==> config.mk <==
export PLATFORM = sky130hd
export DESIGN_NAME = pipe_ctrl
export DESIGN_NICKNAME = d
export VERILOG_FILES = /design/src/rtl/pipe_ctrl_pkg.sv /design/src/rtl/pipe_ctrl.sv
export SDC_FILE = /design/constraint.sdc
export NUM_CORES = 1
export LEC_CHECK = 0
export BUFFER_PORTS_ARGS = -buffer_cell sky130_fd_sc_hd__clkbuf_2
export CAP_MARGIN = 20
export CORE_UTILIZATION = 49
export DETAILED_ROUTE_END_ITERATION = 10
export GPL_ROUTABILITY_DRIVEN = 0
export PLACE_DENSITY = 0.8
export SYNTH_ARGS = -nofsm -noshare
export SYNTH_HDL_FRONTEND = slang
export SYNTH_SLANG_ARGS = --single-unit
export TNS_END_PERCENT = 1
==> constraint.sdc <==
create_clock -name clk -period 2.6 [get_ports clk]
set_input_delay 0.26 -clock clk [delete_from_list [all_inputs] [get_ports clk]]
set_output_delay 0.26 -clock clk [all_outputs]
set_load 0.005 [all_outputs]
==> src/rtl/pipe_ctrl_pkg.sv <==
// Shared definitions for the pipeline sequencer: stall-bit indices,
// canonical stall vectors and controller state encodings.
`default_nettype none

package pipe_ctrl_pkg;

  localparam int StallPc  = 0;
  localparam int StallIf  = 1;
  localparam int StallId  = 2;
  localparam int StallEx  = 3;
  localparam int StallMem = 4;
  localparam int StallWb  = 5;

  localparam logic [5:0] StallNone   = 6'b000000;
  localparam logic [5:0] StallIdVec  = 6'b000111;
  localparam logic [5:0] StallExVec  = 6'b001111;
  localparam logic [5:0] StallPcOnly = 6'b000001;

  typedef enum logic [1:0] {
    CtrlRun       = 2'd0,
    CtrlMcWait    = 2'd1,
    CtrlFlushHold = 2'd2
  } ctrl_state_t;

endpackage

`default_nettype wire

==> src/rtl/pipe_ctrl.sv <==
// Pipeline sequencer: merges load-use stalls, multi-cycle EX occupancy and
// exception flushes into a per-stage stall vector, flush pulse and stall statistic.
`default_nettype none

module pipe_ctrl
  import pipe_ctrl_pkg::*;
#(
  parameter int CNT_W      = 6,
  parameter int FLUSH_HOLD = 1,
  parameter int STAT_W     = 32
) (
  input  logic              clk,
  input  logic              rst,
  input  logic              stallreq_id_i,
  input  logic              mc_start_i,
  input  logic [CNT_W-1:0]  mc_len_i,
  input  logic              flush_req_i,
  input  logic [31:0]       flush_pc_i,
  output logic [5:0]        stall_o,
  output logic              flush_o,
  output logic [31:0]       new_pc_o,
  output logic              mc_done_o,
  output logic              busy_o,
  output logic [STAT_W-1:0] stall_cnt_o
);

  ctrl_state_t       state, state_nxt;
  logic [CNT_W-1:0]  mc_cnt, mc_cnt_nxt;
  logic [2:0]        hold_cnt, hold_cnt_nxt;
  logic [STAT_W-1:0] stall_cnt;
  logic [5:0]        stall;
  logic              flush;
  logic [31:0]       new_pc;
  logic              mc_done;

  always_ff @(posedge clk or posedge rst) begin
    if (rst) begin
      state    <= CtrlRun;
      mc_cnt   <= '0;
      hold_cnt <= '0;
    end else begin
      state    <= state_nxt;
      mc_cnt   <= mc_cnt_nxt;
      hold_cnt <= hold_cnt_nxt;
    end
  end

  always_comb begin
    state_nxt    = state;
    mc_cnt_nxt   = mc_cnt;
    hold_cnt_nxt = hold_cnt;
    stall        = StallNone;
    flush        = 1'b0;
    new_pc       = 32'h0;
    mc_done      = 1'b0;

    if (flush_req_i) begin
      flush      = 1'b1;
      new_pc     = flush_pc_i;
      mc_cnt_nxt = '0;
      if (FLUSH_HOLD == 0) begin
        state_nxt    = CtrlRun;
        hold_cnt_nxt = '0;
      end else begin
        state_nxt    = CtrlFlushHold;
        hold_cnt_nxt = 3'(FLUSH_HOLD);
      end
    end else begin
      case (state)
        CtrlRun: begin
          // Lengths 0 and 1 complete in the start cycle, so they never hold EX.
          if (mc_start_i && (mc_len_i >= CNT_W'(2))) begin
            stall      = StallExVec;
            mc_cnt_nxt = mc_len_i - CNT_W'(2);
            state_nxt  = CtrlMcWait;
          end else if (stallreq_id_i) begin
            stall = StallIdVec;
          end
        end
        CtrlMcWait: begin
          if (mc_cnt != '0) begin
            stall      = StallExVec;
            mc_cnt_nxt = mc_cnt - CNT_W'(1);
          end else begin
            mc_done   = 1'b1;
            stall     = stallreq_id_i ? StallIdVec : StallNone;
            state_nxt = CtrlRun;
          end
        end
        CtrlFlushHold: begin
          stall        = StallPcOnly;
          hold_cnt_nxt = hold_cnt - 3'd1;
          if (hold_cnt <= 3'd1) begin
            hold_cnt_nxt = '0;
            state_nxt    = CtrlRun;
          end
        end
        default: begin
          state_nxt = CtrlRun;
        end
      endcase
    end
  end

  // Outputs are forced quiet during reset because they are combinational from inputs.
  assign stall_o   = rst ? StallNone : stall;
  assign flush_o   = rst ? 1'b0 : flush;
  assign new_pc_o  = rst ? 32'h0 : new_pc;
  assign mc_done_o = rst ? 1'b0 : mc_done;
  assign busy_o    = (state != CtrlRun);

  always_ff @(posedge clk or posedge rst) begin
    if (rst) begin
      stall_cnt <= '0;
    end else if ((stall_o != StallNone) && (stall_cnt != {STAT_W{1'b1}})) begin
      stall_cnt <= stall_cnt + STAT_W'(1);
    end
  end

  assign stall_cnt_o = stall_cnt;

endmodule

`default_nettype wire
==> reports/results.txt, run 1 <==
Yosys top cell area share - 37.62%
Max Clk Rate - 439.0 MHz
CTS clk-pin slew, worst paths - 80 ps
Final WS setup - 322.1 ps
CTS tree - done
Post-CTS sizing - 0
Dpl hpwl - 5460 um
Multiplexer share of the synthesized area - 1.794%
Top Metal Used - met4
Worst vdd ir - 424.0 uV
Mapped Cells - 294
Setup TNS - 0 ps
Routed Antenna Nets - 0
YS warnings - 0
Leakage power - 0.001774 uW
Max_slew headroom - 63.45%
Synthesized cell area - 2860 um^2
HP Class - primary input to asynchronous set/reset pin
Num CTS Buffers - 5
First-pass GRT wire length - 11300 um
Filler cells - 495
Setup Buffers After CTS - 0
Max Transition Viols Final - 0
Seq cells post-synth - 43
Initial DRC Count - 137
Initial Util - 51.31%
Synth Area in XOR/XNOR - 9.493%
# IOs - 116
Clk buf depth - 2
Root Buffer - clkbuf_8
Gr usage total - 23.49%
Status - finished, final reports clean
Length of routed wiring on met1 - 2826 um
Max incr delay on CP - 380 ps
Most frequent cells in the layout - clkbuf_2 (113), dfrtp_1 (43), and2_1 (37), xnor2_1 (31), nand3_2 (16)
H-tree lvl count - 2
Most used DFF post-synth - dfrtp_1
Final net count - 458
Drt via density - 5.349
Slowest cell on crit path - dfrtp_1
Clk sink count - 43
Crit-path cells - inv_1, ha_1, nor4bb_1, a211o_1, nor2_2, buf_12, clkbuf_2
Sequential area share after synthesis - 37.62%
Logic pwr share - 21.7%
Req. time, crit path - 2340 ps
DRT Pass-1 Iters - 4
Synthesis-to-finish area growth - 26.12%
Most common cell after layout, fill and taps aside - clkbuf_2
Mean Syn Cell Area - 9.729 um^2
Worst-path fanout max - 30
Largest cells by area after synthesis - dfrtp_1 (38%), xnor2_1 (9.5%), and2_1 (8.1%)
Synth async-reset ratio - 100.0%
Netlist cell types - 48
Largest family of logic cells by synthesized area - simple AND/OR/NAND/NOR gates
RR Startpoint - mc_cnt[0]
Synth Area in Adders - 2.625%
Clock skew - 9.677 ps
Leading area contributor after synthesis - dfrtp_1
Rows - 27
Simple-gate area share of the yosys netlist - 36.48%
Layout cell share with drive strength beyond 1 - 39.27%
Complex-gate fraction of the synthesized area - 6.868%
Die width - 78.40 um
DR WL met2 - 3582 um
Chip Height - 78.40 um
Vias in the first global route - 2478
Ant. Diodes - 0
Initial antenna violation count - 0
Crit path time final - 2278 ps
Post-synth EDFFs - 0
Port bufs - 113
CP endpoint kind - primary output
Worst endpoint data arrival time - 2020 ps
Sequential fraction of design power - 46.6%
Final period util - 87.61%
Pre-CTS setup slack - 505.5 ps
Final WL - 6981 um
Worst slew pin tran - 543.2 ps
Sw Ratio - 29.07%
Remaining DRCs - 0
Endpoints failing setup - 0
Clock power share - 31.7%
Total power - 1710 uW
Net switching power - 497.0 uW
Power Internal - 1213 uW
Layout Utilization - 64.71%
DR vias - 2578
Total grt overflow - 0
Number of max-cap violations - 0
Clk_lat worst skew - 300 ps
Crit path from - mc_cnt[0]
WS Path Type - register to primary output
Final hold violation count - 0
CP Launch Type - register
Metal3 WL - 377 um
Core box area - 5574 um^2
Largest net degree at the start of global routing - 44
Pwr dens - 473.9 nW/um^2
Area of the die - 6147 um^2
Cts hold-fix bufs - 0
RSZ-0062 raised after global routing - no
Avg WL per Cell - 14.48 um
-- routing by layer --
layer,track usage (%),vias to the layer above
met5,0,-
met1,27.17,1215
met2,41.58,91
met4,10.74,0
met3,4.767,13
li1,-,1259
-- final timing paths --
| kind | end | slack (ps) | cells past startpoint |
|---|---|---|---|
| setup / recovery | stall_o[0] | 320 | 7 |
| hold / removal | hold_cnt[2] | 140 | 3 |
| setup reg to reg | stall_cnt_o[31] | 480 | 8 |
| hold reg to reg | hold_cnt[2] | 500 | 1 |
| max in group asynchronous | stall_cnt_o[3] | 2090 | 3 |
| min in group clk | hold_cnt[2] | 210 | 2 |
-- stage by stage --
| step | area [um^2] | hold slack [ps] | cells |
|---|---|---|---|
| floorplan | 2864 | 325.6 | 295 |
| global placement | 3490 | 475.2 | 474 |
| detailed placement | 3490 | 484.6 | 474 |
| CTS | 3607 | 158.5 | 482 |
| global route | 3607 | 186.3 | 482 |
| finish | 3607 | 140.7 | 482 |
-- layout make-up --
| cell class | count | area [um^2] | share of cell area, % |
|---|---|---|---|
| clock inverters | 2 | 35.03 | 0.9712 |
| repair buffers | 121 | 638.1 | 17.69 |
| well taps | 72 | 90.09 | 2.497 |
| flip-flops and latches | 43 | 1076 | 29.83 |
| multi-input cells | 228 | 1648 | 45.68 |
| inverters | 10 | 37.54 | 1.041 |
| clock buffers | 6 | 82.58 | 2.289 |
-- critical path: cells and delay by family (launching register included) --
family / cells / cell delay, ps
AND/OR/NAND/NOR: 2 / 300
flip-flops: 1 / 380
buffers and inverters: 3 / 460
AO/OA/AOI/OAI: 1 / 320
adder cells (fa/ha/maj): 1 / 250
-- synthesized netlist by cell type, types with 2 or more instances --
library cell	instances
ha_1	6
nor4_1	3
clkbuf_1	4
a211o_1	2
and2_1	37
and4_1	8
o21ai_0	5
mux2_4	2
buf_6	4
nor3_1	8
o31ai_1	2
dfrtp_1	43
buf_4	6
nand3_1	11
a31oi_1	3
nand4_1	12
a21oi_1	8
nand2b_1	6
inv_1	10
nor2b_1	6
nand2_1	6
o21ai_1	4
nor2_1	13
nand3_2	16
or2_2	2
and3_1	13
xnor2_1	31
nand4_2	3
-- sequential cells by signal, indices dropped and copies added (netlist names) --
register     cells
state            2
stall_cnt_o     32
hold_cnt         3
mc_cnt           6
-- cells by family (layout without fill, tap and decap cells) --
logic type	count (synthesis)	count (layout)
AOI/OAI and AO/OA	31	31
and+or+nand+nor	154	154
DFF	43	43
other	1	2
xor gates and xnor gates	31	31
buffers and inverters	24	139
adders and majority gates	6	6
muxes	4	4
-- power groups by stage --
| stage | registers [uW] | logic [uW] | clock network (uW) |
|---|---|---|---|
| global route | 808 | 408 | 589 |
| floorplan | 794 | 217 | 0 |
| CTS | 794 | 375 | 556 |
| detailed placement | 807 | 372 | 0 |
| global placement | 803 | 362 | 0 |
| finish | 796 | 371 | 542 |
Note: power is estimated with default switching activity, not from simulation.
==> run 2: changes to the inputs <==
==> constraint.sdc (replaced) <==
create_clock -name clk -period 2.6 [get_ports clk]
set_input_delay 0 -clock clk [delete_from_list [all_inputs] [get_ports clk]]
set_output_delay 0 -clock clk [all_outputs]
set_load 0.005 [all_outputs]
==> run 2 against run 1 <==
Net effect:
- non-clock buffer count fell by 1
- hold slack got worse by 25 ps
- combinational power decreased by 2%
- largest cell class unchanged
- largest power group unchanged
==> reports/results.txt, run 2 (synthesized netlist as in run 1, its figures left out) <==
Status - finished, final reports clean
Max Transition Viols Final - 0 (unchanged)
Initial DRC Count - 72 (-47%)
Post-CTS sizing - 0 (unchanged)
Slowest cell on crit path - a2111oi_0
Crit-path cells - inv_1, ha_1, nand3_1, o21ai_0, a2111oi_0, clkbuf_2
Most common cell after layout, fill and taps aside - clkbuf_2
Gr busiest metal - met2
Port bufs - 113 (unchanged)
Layout cell share with drive strength beyond 1 - 38.88% (-0.39 points)
WP buf/inv - 2 (-1)
RSZ-0062 raised after global routing - no
M3 GR Usage - 3.953% (-0.81 points)
Total power - 1704 uW (-0.31%)
Routed Antenna Nets - 0 (unchanged)
GR Layer Usage met2 - 40.00% (-1.6 points)
Sequential fraction of design power - 46.6% (about the same)
Req. time, crit path - 2600 ps (+260 ps)
CP endpoint kind - primary output
Placed cells - 472 (-0.42%)
Rows - 27 (unchanged)
Most frequent cells in the layout - clkbuf_2 (113), dfrtp_1 (43), and2_1 (37), xnor2_1 (31), nand3_2 (16)
Chip Height - 78.40 um (unchanged)
Stages on the worst setup path - 6 (-1)
Final hold violation count - 0 (unchanged)
Remaining DRCs - 0 (unchanged)
Worst hold margin - 115.8 ps (-24.83 ps)
Final WS setup - 494.1 ps (+172.0 ps)
First-pass GRT wire length - 11090 um (-1.9%)
Top Family by Delay on Critical Path - compound AO/OA/AOI/OAI gates
Max incr delay on CP - 690 ps (+310 ps)
Endpoints failing setup - 0 (unchanged)
Number of max-cap violations - 0 (unchanged)
Initial Util - 51.31% (unchanged)
Final WL - 6934 um (-0.67%)
Vias in the first global route - 2368 (-4.4%)
Net switching power - 494.2 uW (-0.56%)
Max_slew headroom - 51.29% (-12 points)
CTS tree - done
DR vias - 2607 (+1.1%)
Logic pwr share - 21.4% (-0.3 points)
Num CTS Buffers - 5 (unchanged)
Clk_lat worst skew - 300 ps (about the same)
Largest net degree at the start of global routing - 42 (-4.5%)
Die width - 78.40 um (unchanged)
Max reg flops - 32 (unchanged)
Final net count - 457 (-0.22%)
Clk buf depth - 2 (unchanged)
Total grt overflow - 0 (unchanged)
Gr usage total - 23.09% (-0.40 points)
Drt via density - 5.420 (+1.3%)
Setup Buffers After CTS - 0 (unchanged)
# IOs - 116 (unchanged)
Pre-CTS setup slack - 517.3 ps (+11.78 ps)
Crit path time final - 2106 ps (-172.0 ps)
Final period util - 81.00% (-6.6 points)
CTS clk-pin slew, worst paths - 80 ps (about the same)
Area of the die - 6147 um^2 (unchanged)
HP Class - primary input to register
Pwr dens - 473.1 nW/um^2 (-0.17%)
Root Buffer - clkbuf_8
Ant. Diodes - 0 (unchanged)
Clock power share - 31.9% (+0.2 points)
Hold Path Stages - 2
WS Path Type - register to primary output
Worst slew pin tran - 712.3 ps (+169.1 ps)
Dpl hpwl - 5281 um (-3.3%)
Power Internal - 1210 uW (-0.21%)
Initial antenna violation count - 0 (unchanged)
Leakage power - 0.001769 uW (-0.26%)
Sw Ratio - 29.00% (-0.073 points)
Max Clk Rate - 474.9 MHz (+8.2%)
DRT Pass-1 Iters - 4 (unchanged)
Synthesis-to-finish area growth - 25.94%
H-tree lvl count - 2 (unchanged)
Worst vdd ir - 390.7 uV (-7.8%)
Worst endpoint data arrival time - 2110 ps (+90 ps)
CP Launch Type - register
Core box area - 5574 um^2 (unchanged)
Post-route insts no fill - 481 (-0.21%)
Avg WL per Cell - 14.42 um (-0.47%)
Clk sink count - 43 (unchanged)
Clock skew - 7.314 ps (-2.363 ps)
Worst Reg-to-Reg Cells - 8 (unchanged)
Setup TNS - 0 ps (unchanged)
Worst-path fanout max - 4 (-87%)
M1 GR Usage - 27.02% (-0.15 points)
[run 2: cell types whose count changed in the layout (fill, tap and decap cells not counted)]
cell / previous run / this run
dlygate4sd3_1: 0 / 1
buf_4: 7 / 5
[run 2: final timing paths]
kind | slack [ps] | startpoint | to
max | 490 | mc_cnt[0] | stall_o[1]
min | 120 | flush_req_i | mc_cnt[3]
max reg2reg | 500 | mc_cnt[0] | stall_cnt_o[30]
min reg2reg | 500 | stall_cnt_o[26] | stall_cnt_o[26]
max in group asynchronous | 1710 | rst | mc_cnt[1]
min in group asynchronous | 160 | rst | hold_cnt[1]
[run 2: area by class of cell]
| class | count | area [um^2] |
|---|---|---|
| Multi-Input combinational cell | 228 | 1648 |
| Fill cell | 474 | 1972 |
| Sequential cell | 43 | 1076 |
| Timing Repair Buffer | 120 | 633.1 |
| Clock buffer | 6 | 82.58 |
| Tap cell | 72 | 90.09 |
| Clock inverter | 2 | 35.03 |
| Inverter | 10 | 37.54 |
[run 2: layer usage]
layer  up-vias  part of all wire (%)  wire length [um]
met5         -                     0                 0
met4         0                   4.0               274
met3        21                   5.3               366
met2       108                    51              3553
met1      1224                    40              2739
li1       1254                     -                 -
[run 2: through the flow]
stage	area, um^2	utilization (%)
floorplan	2864	-
global placement	3475	62.33
detailed placement	3475	62.33
CTS	3602	64.62
global route	3602	64.62
finish	3602	64.62
[run 2: timing repair]
item / in CTS / in global routing
setup endpoints to repair: 0 / 0
endpoints found under the hold margin: 43 / 0
hold buffers: 1 / 0
[run 2: power by group through the flow]
stage | Combinational, uW | Clock [uW] | Sequential [uW]
6_report | 365 | 544 | 795
5_1_grt | 409 | 586 | 806
4_1_cts | 370 | 557 | 794
3_5_place_dp | 365 | 0 | 807
3_3_place_gp | 357 | 0 | 804
2_1_floorplan | 217 | 0 | 794
==> run 3: changes to the inputs <==
CORE_UTILIZATION = 44   (was 49)
PLACE_DENSITY = 0.76   (was 0.8)
clock period = 1.7 ns   (was 2.6 ns; I/O delays follow)
==> run 3 against run 2 <==
Net effect:
- the run now ends with negative setup slack left
- utilization increased by 0.12 points
- non-clock buffer count increased by 51
- count of clock-buffer cells in the layout unchanged
- die area increased by 11%
- global-route usage increased by 1.1 points
- setup slack got worse by 640 ps
- combinational power increased by 140%
- routed wire length increased by 11%
- sequential share of layout area decreased by 3.5 points
- via count increased by 7.4%
- critical path type unchanged
- critical endpoint is now stall_o[0]
==> reports/results.txt, run 3 (synthesized netlist as in run 1, its figures left out) <==
Max Clk Rate - 541.1 MHz
Most common cell after layout, fill and taps aside - clkbuf_2
DR vias - 2801 (+7.4%)
Final WS setup - -147.9 ps (-642.0 ps)
Clock power share - 24.2% (-7.7 points)
Core box area - 6314 um^2 (+13%)
H-tree lvl count - 2 (unchanged)
Worst vdd ir - 479.3 uV (+23%)
Worst-path fanout max - 10 (+6)
Max Transition Viols Final - 0 (unchanged)
Crit path time final - 1848 ps
Die width - 82.63 um (+5.4%)
Pre-CTS setup slack - -151.9 ps (-669.2 ps)
Final period util - 108.7%
Vias in the first global route - 2601 (+9.8%)
Largest net degree at the start of global routing - 44 (+4.8%)
Most frequent cells in the layout - clkbuf_2 (113), buf_4 (54), dfrtp_1 (43), and2_1 (37), xnor2_1 (30)
Worst endpoint data arrival time - 1850 ps (-260 ps)
Number of max-cap violations - 0 (unchanged)
Failing checks - negative setup slack
Worst hold margin - 26.49 ps (-89.34 ps)
Placed Instance Area - 3935 um^2 (+13%)
Sw Ratio - 30.40% (+1.4 points)
Final Cell Area - 4088 um^2 (+13%)
Leakage power - 0.002051 uW (+16%)
Total grt overflow - 0 (unchanged)
Clk buf depth - 2 (unchanged)
Final hold violation count - 0 (unchanged)
Routed Antenna Nets - 0 (unchanged)
Sequential fraction of design power - 44.0% (-2.6 points)
CTS clk-pin slew, worst paths - 80 ps (about the same)
WS Path Type - register to primary output
CTS tree - done
HP Class - primary input to asynchronous set/reset pin
Chip Height - 82.63 um (+5.4%)
RSZ-0062 raised after global routing - yes
Drt via density - 5.226 (-3.6%)
Ant. Diodes - 0 (unchanged)
Clk sink count - 43 (unchanged)
Synthesis-to-finish area growth - 42.91%
Power Internal - 1880 uW (+55%)
Initial DRC Count - 52 (-28%)
Req. time, crit path - 1700 ps (-900 ps)
Layout cell share with drive strength beyond 1 - 48.15% (+9.3 points)
RR Startpoint - mc_cnt[1]
# IOs - 116 (unchanged)
Cts hold-fix bufs - 0 (-1)
Port bufs - 113 (unchanged)
Logic pwr share - 31.9% (+11 points)
CP endpoint kind - primary output
Avg WL per Cell - 14.36 um (-0.37%)
Initial Util - 45.30% (-6.0 points)
Endpoints failing setup - 36 (+36)
Clock skew - 3.693 ps (-3.620 ps)
Gr usage total - 24.20% (+1.1 points)
Final WL - 7698 um (+11%)
Pwr dens - 660.7 nW/um^2 (+40%)
Net switching power - 821.1 uW (+66%)
Worst slew pin tran - 551.3 ps (-161.0 ps)
Num CTS Buffers - 5 (unchanged)
Root Buffer - clkbuf_8
Initial antenna violation count - 0 (unchanged)
CP Launch Type - register
Clk_lat worst skew - 300 ps (about the same)
First-pass GRT wire length - 12300 um (+11%)
Remaining DRCs - 0 (unchanged)
Crit path from - mc_cnt[1]
Max reg flops - 32 (unchanged)
Final net count - 508 (+11%)
Status - complete, but fails checks
DRT Pass-1 Iters - 4 (unchanged)
Max_slew headroom - 63.25% (+12 points)
Rows - 29 (+7.4%)
Area of the die - 6827 um^2 (+11%)
Dpl hpwl - 5973 um (+13%)
## run 3: layout make-up
| cell class | instances | area [um^2] |
|---|---|---|
| clock inverter | 1 | 5.005 |
| timing repair buffer | 171 | 1051 |
| multi-input combinational | 228 | 1739 |
| fill | 523 | 2226 |
| tap | 77 | 96.34 |
| clock buffer | 6 | 82.58 |
| inverter | 10 | 37.54 |
| sequential | 43 | 1076 |
## run 3: repair_timing
action	4_1_cts	5_1_grt
endpoints found under the setup margin	37	40
setup buffers	1	0
pin swaps	8	1
gates resized for setup	8	2
## run 3: path summary, 6_finish.rpt
kind,to,slack (ps),cells past startpoint
min,state[0],30,4
min reg2reg,hold_cnt[2],500,1
max in group asynchronous,stall_cnt_o[4],1300,4
max,stall_o[0],-150,8
min in group clk,mc_cnt[0],140,3
max reg2reg,stall_cnt_o[26],-130,9
## run 3: metrics by stage
step	setup TNS, ps	util, %	total power [uW]	cells
final	-2182	64.74	2701	536
after global routing	-6139	64.74	2869	536
after CTS	-2436	64.47	2714	536
after detailed placement	-2168	62.33	2013	528
after global placement	-1198	62.33	1971	528
after floorplan	-249.0	-	1578	295
## run 3: layer usage
layer,global-route usage (%),vias up,part of all wire [%]
met3,5.385,14,6.0
met4,11.55,0,2.6
met5,0,-,0
li1,-,1354,-
met2,42.40,98,52
met1,27.90,1335,39
## run 3: critical path, stage by stage (launching register included)
cell,delay (ps)
dfrtp_1,370
inv_2,60
ha_4,160
nor4bb_1,120
a211o_1,290
nor2_2,140
buf_12,150
buf_12,130
clkbuf_2,110
## run 3: power groups by stage
stage	registers, uW	clock network (uW)	logic (uW)
final	1190	653	861
after floorplan	1230	0	353
after global placement	1200	0	774
after detailed placement	1210	0	807
after CTS	1190	675	852
after global routing	1200	708	963
